===== config.mk =====
export PLATFORM = sky130hd
export DESIGN_NAME = record_serializer_flat
export DESIGN_NICKNAME = d
export VERILOG_FILES = /design/src/rtl/tagger_pkg.sv /design/src/rtl/record_serializer_if.sv /design/src/rtl/sync_fifo.sv /design/src/rtl/record_serializer.sv /design/src/flat_wrapper.sv
export SDC_FILE = /design/constraint.sdc
export NUM_CORES = 1
export LEC_CHECK = 0
export ABC_CLOCK_PERIOD_IN_PS = 7340
export BUFFER_PORTS_ARGS = -buffer_cell sky130_fd_sc_hd__buf_2
export CAP_MARGIN = 40
export CORE_UTILIZATION = 64
export CTS_BUF_LIST = sky130_fd_sc_hd__clkbuf_2
export DETAILED_ROUTE_END_ITERATION = 16
export PLACE_DENSITY = 0.88
export RECOVER_POWER = 100
export SYNTH_ARGS = -nofsm -noshare
export SYNTH_HDL_FRONTEND = slang
export SYNTH_SLANG_ARGS = --single-unit

===== constraint.sdc =====
create_clock -name clk -period 7.34 [get_ports clk]
set_input_delay 1.468 -clock clk [delete_from_list [all_inputs] [get_ports clk]]
set_output_delay 1.468 -clock clk [all_outputs]
set_load 0.1 [all_outputs]

===== src/rtl/tagger_pkg.sv =====
// Shared definitions for the tagger record path: record/word widths and the
// output word-index state, plus the word selector used by the serializer.
package tagger_pkg;

    localparam int RECORD_W         = 47;
    localparam int STORED_W         = 48;
    localparam int WORD_W           = 16;
    localparam int WORDS_PER_RECORD = 3;

    typedef enum logic [1:0] {
        S_W0 = 2'd0,
        S_W1 = 2'd1,
        S_W2 = 2'd2
    } word_idx_e;

    // Most significant word goes out first.
    function automatic logic [WORD_W-1:0] select_word(
        input logic [STORED_W-1:0] rec,
        input word_idx_e           idx
    );
        logic [WORD_W-1:0] w;
        w = rec[STORED_W-1 -: WORD_W];
        case (idx)
            S_W0:    w = rec[47:32];
            S_W1:    w = rec[31:16];
            S_W2:    w = rec[15:0];
            default: w = rec[47:32];
        endcase
        return w;
    endfunction

endpackage


===== src/rtl/record_serializer_if.sv =====
// Word stream from the record serializer to the host-interface FIFO:
// valid/ready handshake carrying one 16-bit word per transfer.
interface record_serializer_if;
    import tagger_pkg::*;

    logic              out_valid;
    logic              out_ready;
    logic [WORD_W-1:0] out_data;

    modport master (output out_valid, output out_data, input out_ready);
    modport slave  (input out_valid, input out_data, output out_ready);

endinterface


===== src/rtl/sync_fifo.sv =====
// Single-clock FIFO with registered occupancy count and a combinational
// head read (rd_data shows the oldest entry whenever empty is low).
module sync_fifo #(
    parameter  int WIDTH = 48,
    parameter  int DEPTH = 16,
    localparam int AW    = $clog2(DEPTH),
    localparam int CW    = AW + 1
) (
    input  logic             clk,
    input  logic             reset,
    input  logic             wr_en,
    input  logic [WIDTH-1:0] wr_data,
    input  logic             rd_en,
    output logic [WIDTH-1:0] rd_data,
    output logic [CW-1:0]    count,
    output logic             full,
    output logic             empty
);

    logic [WIDTH-1:0] mem [DEPTH];
    logic [AW-1:0]    wr_ptr;
    logic [AW-1:0]    rd_ptr;

    // NOTE: state registers use non-blocking assignments so every flop
    // samples pre-edge values regardless of statement order.
    always_ff @(posedge clk) begin
        if (reset) begin
            wr_ptr <= '0;
            rd_ptr <= '0;
            count  <= '0;
        end else begin
            if (wr_en) wr_ptr <= wr_ptr + AW'(1);
            if (rd_en) rd_ptr <= rd_ptr + AW'(1);
            case ({wr_en, rd_en})
                2'b10:   count <= count + CW'(1);
                2'b01:   count <= count - CW'(1);
                default: count <= count;
            endcase
        end
    end

    // NOTE: the storage array is deliberately not reset; pointers and count
    // make its contents don't-care until written, and a reset would stop it
    // mapping onto RAM.
    always_ff @(posedge clk) begin
        if (wr_en) mem[wr_ptr] <= wr_data;
    end

    assign rd_data = mem[rd_ptr];
    assign full    = (count == CW'(DEPTH));
    assign empty   = (count == '0);

endmodule


===== src/rtl/record_serializer.sv =====
// Captures strobed 47-bit records into a FIFO, tags each with a lost-record
// flag and streams it out as three 16-bit words over a valid/ready link.
module record_serializer
    import tagger_pkg::*;
#(
    parameter  int DEPTH  = 16,
    parameter  int LOST_W = 16,
    localparam int LVL_W  = $clog2(DEPTH) + 1
) (
    input  logic                clk,
    input  logic                reset,
    input  logic                data_rdy,
    input  logic [RECORD_W-1:0] data,
    record_serializer_if.master link,
    output logic [LVL_W-1:0]    fifo_level,
    output logic [LOST_W-1:0]   lost_count,
    output logic                overflow
);

    logic [STORED_W-1:0] head;
    logic                full;
    logic                empty;
    logic                handshake;
    logic                pop;
    logic                accept;
    logic                pending_loss;
    word_idx_e           word_idx;

    assign handshake = !empty && link.out_ready;
    assign pop       = handshake && (word_idx == S_W2);
    // A full FIFO still takes the record when its head leaves on this edge.
    assign accept    = data_rdy && (!full || pop);

    sync_fifo #(
        .WIDTH (STORED_W),
        .DEPTH (DEPTH)
    ) u_fifo (
        .clk     (clk),
        .reset   (reset),
        .wr_en   (accept),
        .wr_data ({pending_loss, data}),
        .rd_en   (pop),
        .rd_data (head),
        .count   (fifo_level),
        .full    (full),
        .empty   (empty)
    );

    always_ff @(posedge clk) begin
        if (reset) begin
            word_idx     <= S_W0;
            pending_loss <= 1'b0;
            lost_count   <= '0;
            overflow     <= 1'b0;
        end else begin
            if (handshake) begin
                case (word_idx)
                    S_W0:    word_idx <= S_W1;
                    S_W1:    word_idx <= S_W2;
                    default: word_idx <= S_W0;
                endcase
            end
            if (data_rdy && !accept) begin
                overflow     <= 1'b1;
                pending_loss <= 1'b1;
                if (lost_count != '1) lost_count <= lost_count + LOST_W'(1);
            end else if (accept) begin
                pending_loss <= 1'b0;
            end
        end
    end

    // Count is registered, so valid is a clean registered level; data is
    // forced to zero while idle so nothing stale leaks onto the link.
    assign link.out_valid = !empty;
    assign link.out_data  = empty ? '0 : select_word(head, word_idx);

endmodule

===== src/flat_wrapper.sv =====
// flat-port wrapper written by rule: the top's interface ports become plain ports
module record_serializer_flat import tagger_pkg::*;
#(
    parameter  int DEPTH  = 16,
    parameter  int LOST_W = 16,
    localparam int LVL_W  = $clog2(DEPTH) + 1
)
  (clk, reset, data_rdy, data, fifo_level, lost_count, overflow, link_out_valid, link_out_data, link_out_ready);
  record_serializer_if link_i ();
  input  logic clk;
  input  logic reset;
  input  logic data_rdy;
  input  logic [RECORD_W-1:0] data;
  output logic [LVL_W-1:0] fifo_level;
  output logic [LOST_W-1:0] lost_count;
  output logic overflow;
  output wire logic [$bits(link_i.out_valid)-1:0] link_out_valid;
  output wire logic [$bits(link_i.out_data)-1:0] link_out_data;
  input wire logic [$bits(link_i.out_ready)-1:0] link_out_ready;
  assign link_out_valid = link_i.out_valid;
  assign link_out_data = link_i.out_data;
  assign link_i.out_ready = link_out_ready;
  record_serializer #(.DEPTH(DEPTH), .LOST_W(LOST_W)) u_core (.clk(clk), .reset(reset), .data_rdy(data_rdy), .data(data), .link(link_i), .fifo_level(fifo_level), .lost_count(lost_count), .overflow(overflow));
endmodule

==> results.py, run 1 <==
metrics = {
    "yosys": {
        "synth_top_family_by_area": "multiplexers",
        "yosysUniqueCellTypes": 49,
        "synth_area_leaders": "edfxtp_1 (74%), mux4_2 (12%), mux2i_1 (3.5%)",
        "synth_mux_area_share_pct": 15.58,
        "seq_area_frac_synth_pct": 76.24,
        "synth_cells": 1507,
        "yosys.area_share.xor_xnor_pct": 0.4769,
        "synthSimpleGateAreaFrac_pct": 2.641,
        "synthFlopType": "edfxtp_1",
        "synth_area_mm2": 0.03122,
        "synth_nets": 1572,
        "synth_fa_ha_area_share_pct": 0.5851,
        "yosys.area.top_type_share_pct": 73.87,
        "ys_warn_count": 0,
        "syn_area_per_cell_um2": 20.72,
        "synth-compound-area-share_pct": 3.070,
        "yosys-top-cells-count": "edfxtp_1 (768), mux4_2 (168), mux2i_1 (108)",
        "synth_area_leader_cell": "edfxtp_1",
        "async_flop_share_pct": 0,
        "ys_ff_latch": 805,
        "synth_edf_count": 768,
        "synth.most_common_cell": "edfxtp_1",
    },
    "timing": {
        "min_period_over_period_pct": 91.76,
        "tightest_slew_ps": 3590,
        "tns_ps": 0,
        "max_slew_margin_pct": -139.4,
        "finClkSkew_ps": 77.81,
        "rsz0062_at_grt": "no",
        "hold_viol": 0,
        "finalMaxSlewViolations": 639,
        "finalSetupViolCount": 0,
        "fmax_mhz": 148.5,
        "fin_crit_ps": 6735,
    },
    "worst_hold_path": {
        "min_path_type": "primary input to flop",
    },
    "placement": {
        "gp_congestion": 0.7828,
        "portBuffers": 89,
        "place_area_mm2": 0.03285,
        "dpl.hpwl_um": 40660,
    },
    "route": {
        "route.detailed.drc": 0,
        "first_pass_iters": 6,
        "viasPerCell": 6.561,
        "num_vias": 16480,
        "wl_per_cell_um": 28.17,
        "drtIter0Drc": 1917,
        "drt-total-wl_um": 70750,
        "ant_nets": 0,
    },
    "die": {
        "num_rows": 80,
        "die_h_um": 222.9,
        "io-pin-count": 90,
        "die_w_um": 222.9,
        "core_mm2": 0.04795,
        "die-area_mm2": 0.04967,
        "start_util_pct": 65.12,
    },
    "cts": {
        "cts_sinks": 805,
        "cts_made_buffers": 187,
        "htree_levels": 4,
        "hold_buffers": 0,
        "clk_transition_reported_paths_ps": 100,
        "clk_latency_ps": 1330,
        "clockRootBuffer": "clkbuf_2",
        "cts_buffer_depth": 3,
        "ctsResizeCount": 0,
        "postCtsSetupRepairBufs": 0,
        "tritoncts": "done",
    },
    "layout": {
        "area_growth_pct": 8.604,
        "seq_area_mm2": 0.02382,
        "final_area_mm2": 0.03391,
        "layout.nets": 1819,
        "multi_input_area_mm2": 0.006980,
        "drive_gt1_share_pct": 25.92,
        "n_fill_cell": 2817,
    },
    "job": {
        "maxCapViolCount": 24,
    },
    "grt": {
        "grt_max_degree": 92,
        "grt_overflow": 0,
        "use_met3_pct": 6.361,
        "grt_antenna_before_repair": 4,
        "use_met1_pct": 37.08,
        "grt_use_total_pct": 29.42,
        "grt_pass1_wl_um": 104300,
        "grtUsageMet2_pct": 48.47,
        "grt_pass1_vias": 17320,
        "grt.busiest_layer": "met2",
    },
    "power": {
        "p_leak_uw": 0.01067,
        "powerDensity_mw_per_mm2": 242.9,
        "peakVddDrop_mv": 0.2036,
    },
    "outcome": {
        "status": "finished, violations left",
        "violations": "max-capacitance violations, max-slew violations",
    },
    "worst_setup_path": {
        "crit_type": "flop to output pin",
        "required_ps": 5870,
        "worstSetupEndpointType": "output pin",
        "crit_fanout": 45,
        "cp.arrival_ps": 5270,
        "cp-start-kind": "flop",
    },
}
==> cells by family (layout without fill, tap and decap cells) <==
logic type      Yosys count  after routing
flops                   805            805
fa+ha+maj                14             14
xor+xnor                 17             17
compound gates          133            133
mux                     276            276
simple gates            171            171
other cells               0              3
buf+inv                  91            478
==> metrics by stage <==
stage	util, %	total power [uW]	std cells	hold WS [ps]	worst slack [ps]
after global placement	67.54	5618	2158	444.1	2425
after detailed placement	68.52	5652	2180	453.7	2238
after CTS	71.89	8297	2509	319.1	761.1
after global routing	70.71	8533	2511	443.5	336.1
final	70.72	8235	2512	464.6	605.0
after floorplan	-	5476	1507	453.0	1047
==> state kept, by name (all words and copies together), names as in the netlist, named ones only <==
signal and count:
u_core.lost_count 16, u_core.u_fifo.mem 768, u_core.u_fifo.rd_ptr 4, u_core.word_idx 2, u_core.overflow 1, u_core.pending_loss 1
u_core.u_fifo.wr_ptr 4, u_core.u_fifo.count 5
==> placed cells by master, fill, tap and decap left out, types with 7 or more instances in the layout <==
master / instances
edfxtp_1: 768
clkbuf_2: 282
mux4_2: 168
clkbuf_1: 113
mux2i_1: 108
nor2_1: 64
clkinv_1: 41
dfxtp_1: 33
nand2_1: 29
o21ai_0: 23
a22oi_1: 16
a21oi_1: 15
a221oi_1: 14
nand3_1: 13
ha_1: 13
inv_1: 12
nand2b_1: 11
nor2b_1: 11
o22ai_1: 10
nor3_1: 9
xor2_1: 9
buf_4: 9
xnor2_1: 8
nor4_1: 7
a31oi_1: 7
a211oi_1: 7
o211ai_1: 7
==> layout make-up <==
cell class              instances  share of cell area (%)
diodes                          3                 0.02214
inverters                      13                  0.1439
multi-input cells             611                   20.59
well taps                     615                   2.269
clock inverters                48                  0.6236
flip-flops and latches        805                   70.24
clock buffers                 281                   4.148
repair buffers                136                   1.970
==> worst max-delay path, stage by stage (launching register included) <==
cell       delay [ps]
dfxtp_4           860
buf_4             660
nand2b_1          360
a211oi_1          100
a2111oi_0         530
nor4_1            170
a21oi_1           340
clkbuf_1          900
==> per-layer routing <==
layer	routed length (um)	up-vias
li1	-	6858
met1	25270	8324
met2	35930	1122
met3	6906	172
met4	2624	4
met5	27	-
==> report_power, final <==
part	internal, uW	switching, uW	leakage, uW
combinational	89.8	346	0.00215
sequential	5080	18.9	0.00725
clock	1040	1660	0.00127
==> path summary, 6_finish.rpt <==
kind | from | end | slack [ps] | cells after the start
worst max-delay path | flop | link_out_data[4] | 600 | 7
worst min-delay path | link_out_ready | u_core.word_idx[1] | 460 | 3
worst max register to register | u_core.word_idx[0] | u_core.u_fifo.mem[11][5] | 900 | 7
worst min register to register | u_core.overflow | u_core.overflow | 480 | 2
No activity file was read; power rests on OpenSTA's default activity.
==> run 2, diff against run 1 <==
- CELL_PAD_IN_SITES_DETAIL_PLACEMENT: not set -> 0
- CELL_PAD_IN_SITES_GLOBAL_PLACEMENT: not set -> 1
- CORE_UTILIZATION: 64 -> 57
==> results.py, run 2 (same netlist as run 1, synthesis figures left out) <==
metrics = {
    "grt": {
        "grt_use_total_pct": 25.45,
        "grt_overflow": 0,
        "grt_pass1_vias": 16820,
        "grt_max_degree": 111,
        "grt_antenna_before_repair": 5,
        "grt_pass1_wl_um": 102200,
    },
    "layout": {
        "final_core_util_pct": 63.36,
        "n_fill_cell": 3719,
        "multi_input_area_mm2": 0.006988,
        "layout.cells.non_filler": 2601,
        "biggestRegsByFlops": "u_core.u_fifo.mem (768), u_core.lost_count (16), u_core.u_fifo.count (5)",
        "largest-register": "u_core.u_fifo.mem",
        "drive_gt1_share_pct": 26.63,
        "largest_reg_flops": 768,
        "seq_area_mm2": 0.02381,
        "area_growth_pct": 9.418,
        "layout.nets": 1820,
        "layout_commonest_cell": "edfxtp_1",
        "final_cell_mix": "edfxtp_1 (768), clkbuf_2 (267), mux4_2 (168), mux2i_1 (108), clkbuf_1 (103)",
    },
    "die": {
        "start_util_pct": 57.90,
        "die_w_um": 236.0,
        "die-area_mm2": 0.05571,
        "die_h_um": 236.0,
        "core_mm2": 0.05392,
        "io-pin-count": 90,
        "num_rows": 85,
    },
    "timing": {
        "finalWorstSetupSlack_ps": 664.6,
        "max_slew_margin_pct": -130.1,
        "hold_slack_ps": 377.4,
        "min_period_over_period_pct": 90.95,
        "finClkSkew_ps": 92.91,
        "rsz0062_at_grt": "no",
        "tightest_slew_ps": 3451,
        "finalMaxSlewViolations": 660,
        "fin_crit_ps": 6675,
        "hold_viol": 0,
        "finalSetupViolCount": 0,
        "tns_ps": 0,
        "fmax_mhz": 149.8,
    },
    "cts": {
        "cts_sinks": 805,
        "htree_levels": 4,
        "postCtsSetupRepairBufs": 0,
        "cts_buffer_depth": 3,
        "clk_transition_reported_paths_ps": 110,
        "tritoncts": "done",
        "ctsResizeCount": 0,
        "clockRootBuffer": "clkbuf_2",
        "hold_buffers": 0,
        "cts_made_buffers": 190,
        "clk_latency_ps": 1400,
    },
    "route": {
        "route.detailed.drc": 0,
        "ant_nets": 0,
        "first_pass_iters": 5,
        "drt-total-wl_um": 68860,
        "drtIter0Drc": 1750,
        "wl_per_cell_um": 26.47,
        "num_vias": 16190,
        "viasPerCell": 6.223,
    },
    "placement": {
        "portBuffers": 89,
        "gp_congestion": 0.7863,
        "dpl.hpwl_um": 38400,
        "pre_cts_slack_ps": 2659,
        "dp_cells": 2258,
    },
    "outcome": {
        "violations": "max-capacitance violations, max-slew violations",
        "status": "finished, violations left",
    },
    "worst_setup_path": {
        "crit_type": "flop to output pin",
        "required_ps": 5870,
        "worstSetupEndpointType": "output pin",
        "timing.rr.start": "u_core.word_idx[0]",
        "crit_fanout": 110,
        "cp-start-kind": "flop",
        "cp.arrival_ps": 5210,
    },
    "power": {
        "powerDensity_mw_per_mm2": 246.5,
        "peakVddDrop_mv": 0.1344,
        "p_leak_uw": 0.01072,
    },
    "worst_hold_path": {
        "min_path_type": "primary input to flop",
        "hp-start": "link_out_ready",
    },
    "job": {
        "maxCapViolCount": 23,
    },
}
[run 2: area by class of cell]
type | count | share of cell area, %
multi-input cells | 611 | 20.46
repair buffers | 134 | 1.919
well taps | 696 | 2.549
diodes | 5 | 0.03663
flip-flops and latches | 805 | 69.71
clock buffers | 267 | 3.912
clock inverters | 70 | 1.278
inverters | 13 | 0.1428
[run 2: report_power, final]
part | internal [uW] | switching [uW]
registers | 5080 | 17.0
logic | 93.8 | 344
clock network | 1140 | 1740
total | 6320 | 2100
[run 2: critical path: stages, from the launching register on]
cell and delay (ps):
dfxtp_2 1250, buf_12 580, mux4_2 350, o221ai_1 160, nor2_1 140, o311a_1 250
clkbuf_1 890
[run 2: final timing paths]
check	endpoint	slack [ps]	cells after the start
max	link_out_data[11]	660	6
min	u_core.word_idx[0]	380	3
max reg2reg	u_core.u_fifo.mem[7][17]	1200	7
min reg2reg	u_core.overflow	490	2
[run 2: per-stage QoR]
step	power (uW)	cell area, um2
4_1_cts	8495	34620
3_5_place_dp	5649	32850
3_3_place_gp	5625	32530
6_report	8420	34160
2_1_floorplan	5476	31220
5_1_grt	8743	34160
[run 2: per-layer routing]
layer	part of all wire [%]	vias up	track usage, %
met5	0.033	-	0
met4	2.3	4	9.368
met3	9.6	122	7.595
met1	38	8275	32.82
met2	50	893	41.24
li1	-	6893	-
==> run 3, diff against run 2 <==
- ABC_AREA: not set -> 1
- CORE_MARGIN: not set -> 5
- CORE_UTILIZATION: 57 -> 52
==> results.py, run 3 <==
metrics = {
    "outcome": {
        "status": "finished, violations left",
        "violations": "max-capacitance violations, max-slew violations",
    },
    "placement": {
        "dp_cells": 4010,
        "gp_congestion": 0.8339,
        "dpl.hpwl_um": 48000,
        "place_area_mm2": 0.03556,
        "portBuffers": 89,
    },
    "die": {
        "die-area_mm2": 0.07067,
        "start_util_pct": 52.61,
        "num_rows": 93,
        "die_w_um": 265.8,
        "die_h_um": 265.8,
        "io-pin-count": 90,
        "core_mm2": 0.06470,
    },
    "yosys": {
        "synth_nets": 3252,
        "syn_area_per_cell_um2": 10.68,
        "async_flop_share_pct": 0,
        "synth_area_leader_cell": "edfxtp_1",
        "ys_warn_count": 0,
        "synth_area_mm2": 0.03403,
        "yosysUniqueCellTypes": 31,
        "ys_ff_latch": 805,
        "yosys-top-cells-count": "nand2_1 (1118), edfxtp_1 (768), nand3_1 (585)",
        "synth.most_common_cell": "nand2_1",
        "yosys.area.top_type_share_pct": 67.76,
        "synth_cells": 3187,
        "synthFlopType": "edfxtp_1",
        "seq_area_frac_synth_pct": 69.94,
        "synth_area_leaders": "edfxtp_1 (68%), nand2_1 (12%), nand3_1 (8.6%)",
        "synth_edf_count": 768,
    },
    "cts": {
        "postCtsSetupRepairBufs": 0,
        "cts_made_buffers": 195,
        "htree_levels": 4,
        "clk_transition_reported_paths_ps": 120,
        "ctsResizeCount": 0,
        "clk_latency_ps": 1470,
        "tritoncts": "done",
        "cts_sinks": 805,
        "hold_buffers": 0,
        "cts_buffer_depth": 3,
        "clockRootBuffer": "clkbuf_2",
    },
    "worst_setup_path": {
        "ff2ff_path_depth": 9,
        "r2r_slack_ps": 880,
        "required_ps": 5870,
        "cp-start-kind": "flop",
        "crit_fanout": 39,
        "cp.arrival_ps": 5260,
        "worstSetupEndpointType": "output pin",
        "crit_type": "flop to output pin",
    },
    "route": {
        "first_pass_iters": 6,
        "drtIter0Drc": 2719,
        "wl_per_cell_um": 20.79,
        "num_vias": 24020,
        "viasPerCell": 5.526,
        "ant_nets": 0,
        "route.detailed.drc": 0,
        "drt-total-wl_um": 90370,
    },
    "layout": {
        "final_core_util_pct": 56.91,
        "area_growth_pct": 8.184,
        "biggestRegsByFlops": "u_core.u_fifo.mem (768), u_core.lost_count (16), u_core.u_fifo.count (5)",
        "layout_commonest_cell": "nand2_1",
        "final_area_mm2": 0.03682,
        "drive_gt1_share_pct": 10.21,
        "n_fill_cell": 5496,
        "largest-register": "u_core.u_fifo.mem",
        "layout.cells.non_filler": 4346,
        "largest_reg_flops": 768,
        "layout.nets": 3417,
        "final_cell_mix": "nand2_1 (1119), edfxtp_1 (768), nand3_1 (587), inv_1 (304), clkbuf_2 (287)",
    },
    "timing": {
        "tightest_slew_ps": 3219,
        "fmax_mhz": 148.7,
        "max_slew_margin_pct": -114.6,
        "hold_viol": 0,
        "min_period_over_period_pct": 91.59,
        "tns_ps": 0,
        "rsz0062_at_grt": "no",
        "fin_crit_ps": 6723,
        "finClkSkew_ps": 120.2,
        "hold_slack_ps": 453.6,
        "finalSetupViolCount": 0,
        "finalMaxSlewViolations": 769,
    },
    "power": {
        "intPower_uw": 6349,
        "peakVddDrop_mv": 0.2090,
        "p_leak_uw": 0.01462,
        "p_seq_share_pct": 57.9,
        "pwr-share-comb_pct": 9.9,
        "p_clk_share_pct": 32.3,
        "switchingPower_uw": 2482,
        "powerDensity_mw_per_mm2": 239.9,
        "switching_share_pct": 28.10,
    },
    "worst_hold_path": {
        "min_path_type": "primary input to flop",
        "hold_depth": 3,
    },
    "grt": {
        "grt_use_total_pct": 25.18,
        "grt_max_degree": 209,
        "grt_pass1_vias": 23510,
        "grt_antenna_before_repair": 4,
        "grt_overflow": 0,
        "grt_pass1_wl_um": 135700,
    },
    "job": {
        "maxCapViolCount": 31,
    },
}
-- run 3: layout make-up --
type | count | area [um2] | share of cell area, %
antenna | 4 | 10.01 | 0.02719
clock buffer | 276 | 1381 | 3.752
clock inverter | 56 | 335.3 | 0.9107
inverter | 308 | 1170 | 3.177
multi-input combinational | 1902 | 8263 | 22.44
sequential | 805 | 23820 | 64.68
tap | 855 | 1070 | 2.906
timing repair buffer | 140 | 774.5 | 2.104
-- run 3: cells by family (layout without fill, tap and decap cells) --
logic type	count (synthesis)	in the layout	synth area share (%)
AO/OA/AOI/OAI	75	75	1.136
XOR/XNOR	13	13	0.3345
adder cells (fa/ha/maj)	14	14	0.5368
buffers and inverters	480	780	5.831
flip-flops	805	805	69.94
other	0	4	0
AND/OR/NAND/NOR	1800	1800	22.22
-- run 3: stage by stage --
| step | setup slack, ps | power (uW) |
|---|---|---|
| 2_1_floorplan | 2491 | 5789 |
| 3_3_place_gp | 2472 | 6052 |
| 3_5_place_dp | 2513 | 6089 |
| 4_1_cts | 909.6 | 8907 |
| 5_1_grt | 411.9 | 9209 |
| 6_report | 617.0 | 8831 |
-- run 3: worst max-delay path: stages (launching register included) --
cell,delay (ps)
dfxtp_4,520
inv_1,1370
buf_4,630
nand3_1,160
nand3_1,100
nand2_1,50
a21oi_1,310
nand2_1,140
inv_1,70
clkbuf_2,450
-- run 3: worst paths after layout --
check / start / endpoint
setup / recovery: flop / link_out_data[9]
hold / removal: link_out_ready / u_core.word_idx[0]
setup reg to reg: u_core.u_fifo.count[0] / u_core.u_fifo.mem[7][31]
hold reg to reg: u_core.overflow / u_core.overflow
-- run 3: routing by layer --
metal / track usage, % / routed length (um) / vias to the layer above
met5: 0 / 0 / -
met4: 10.12 / 2959 / 0
met3: 5.707 / 8605 / 225
met2: 40.48 / 43010 / 1246
met1: 33.65 / 35790 / 11440
li1: - / - / 11110
-- run 3: power groups by stage --
| stage | clock [uW] | combinational, uW | sequential, uW |
|---|---|---|---|
| after floorplan | 0 | 561 | 5230 |
| after global placement | 0 | 845 | 5210 |
| after detailed placement | 0 | 878 | 5210 |
| after global routing | 3160 | 930 | 5120 |
| after CTS | 2920 | 881 | 5110 |
| final | 2850 | 870 | 5110 |
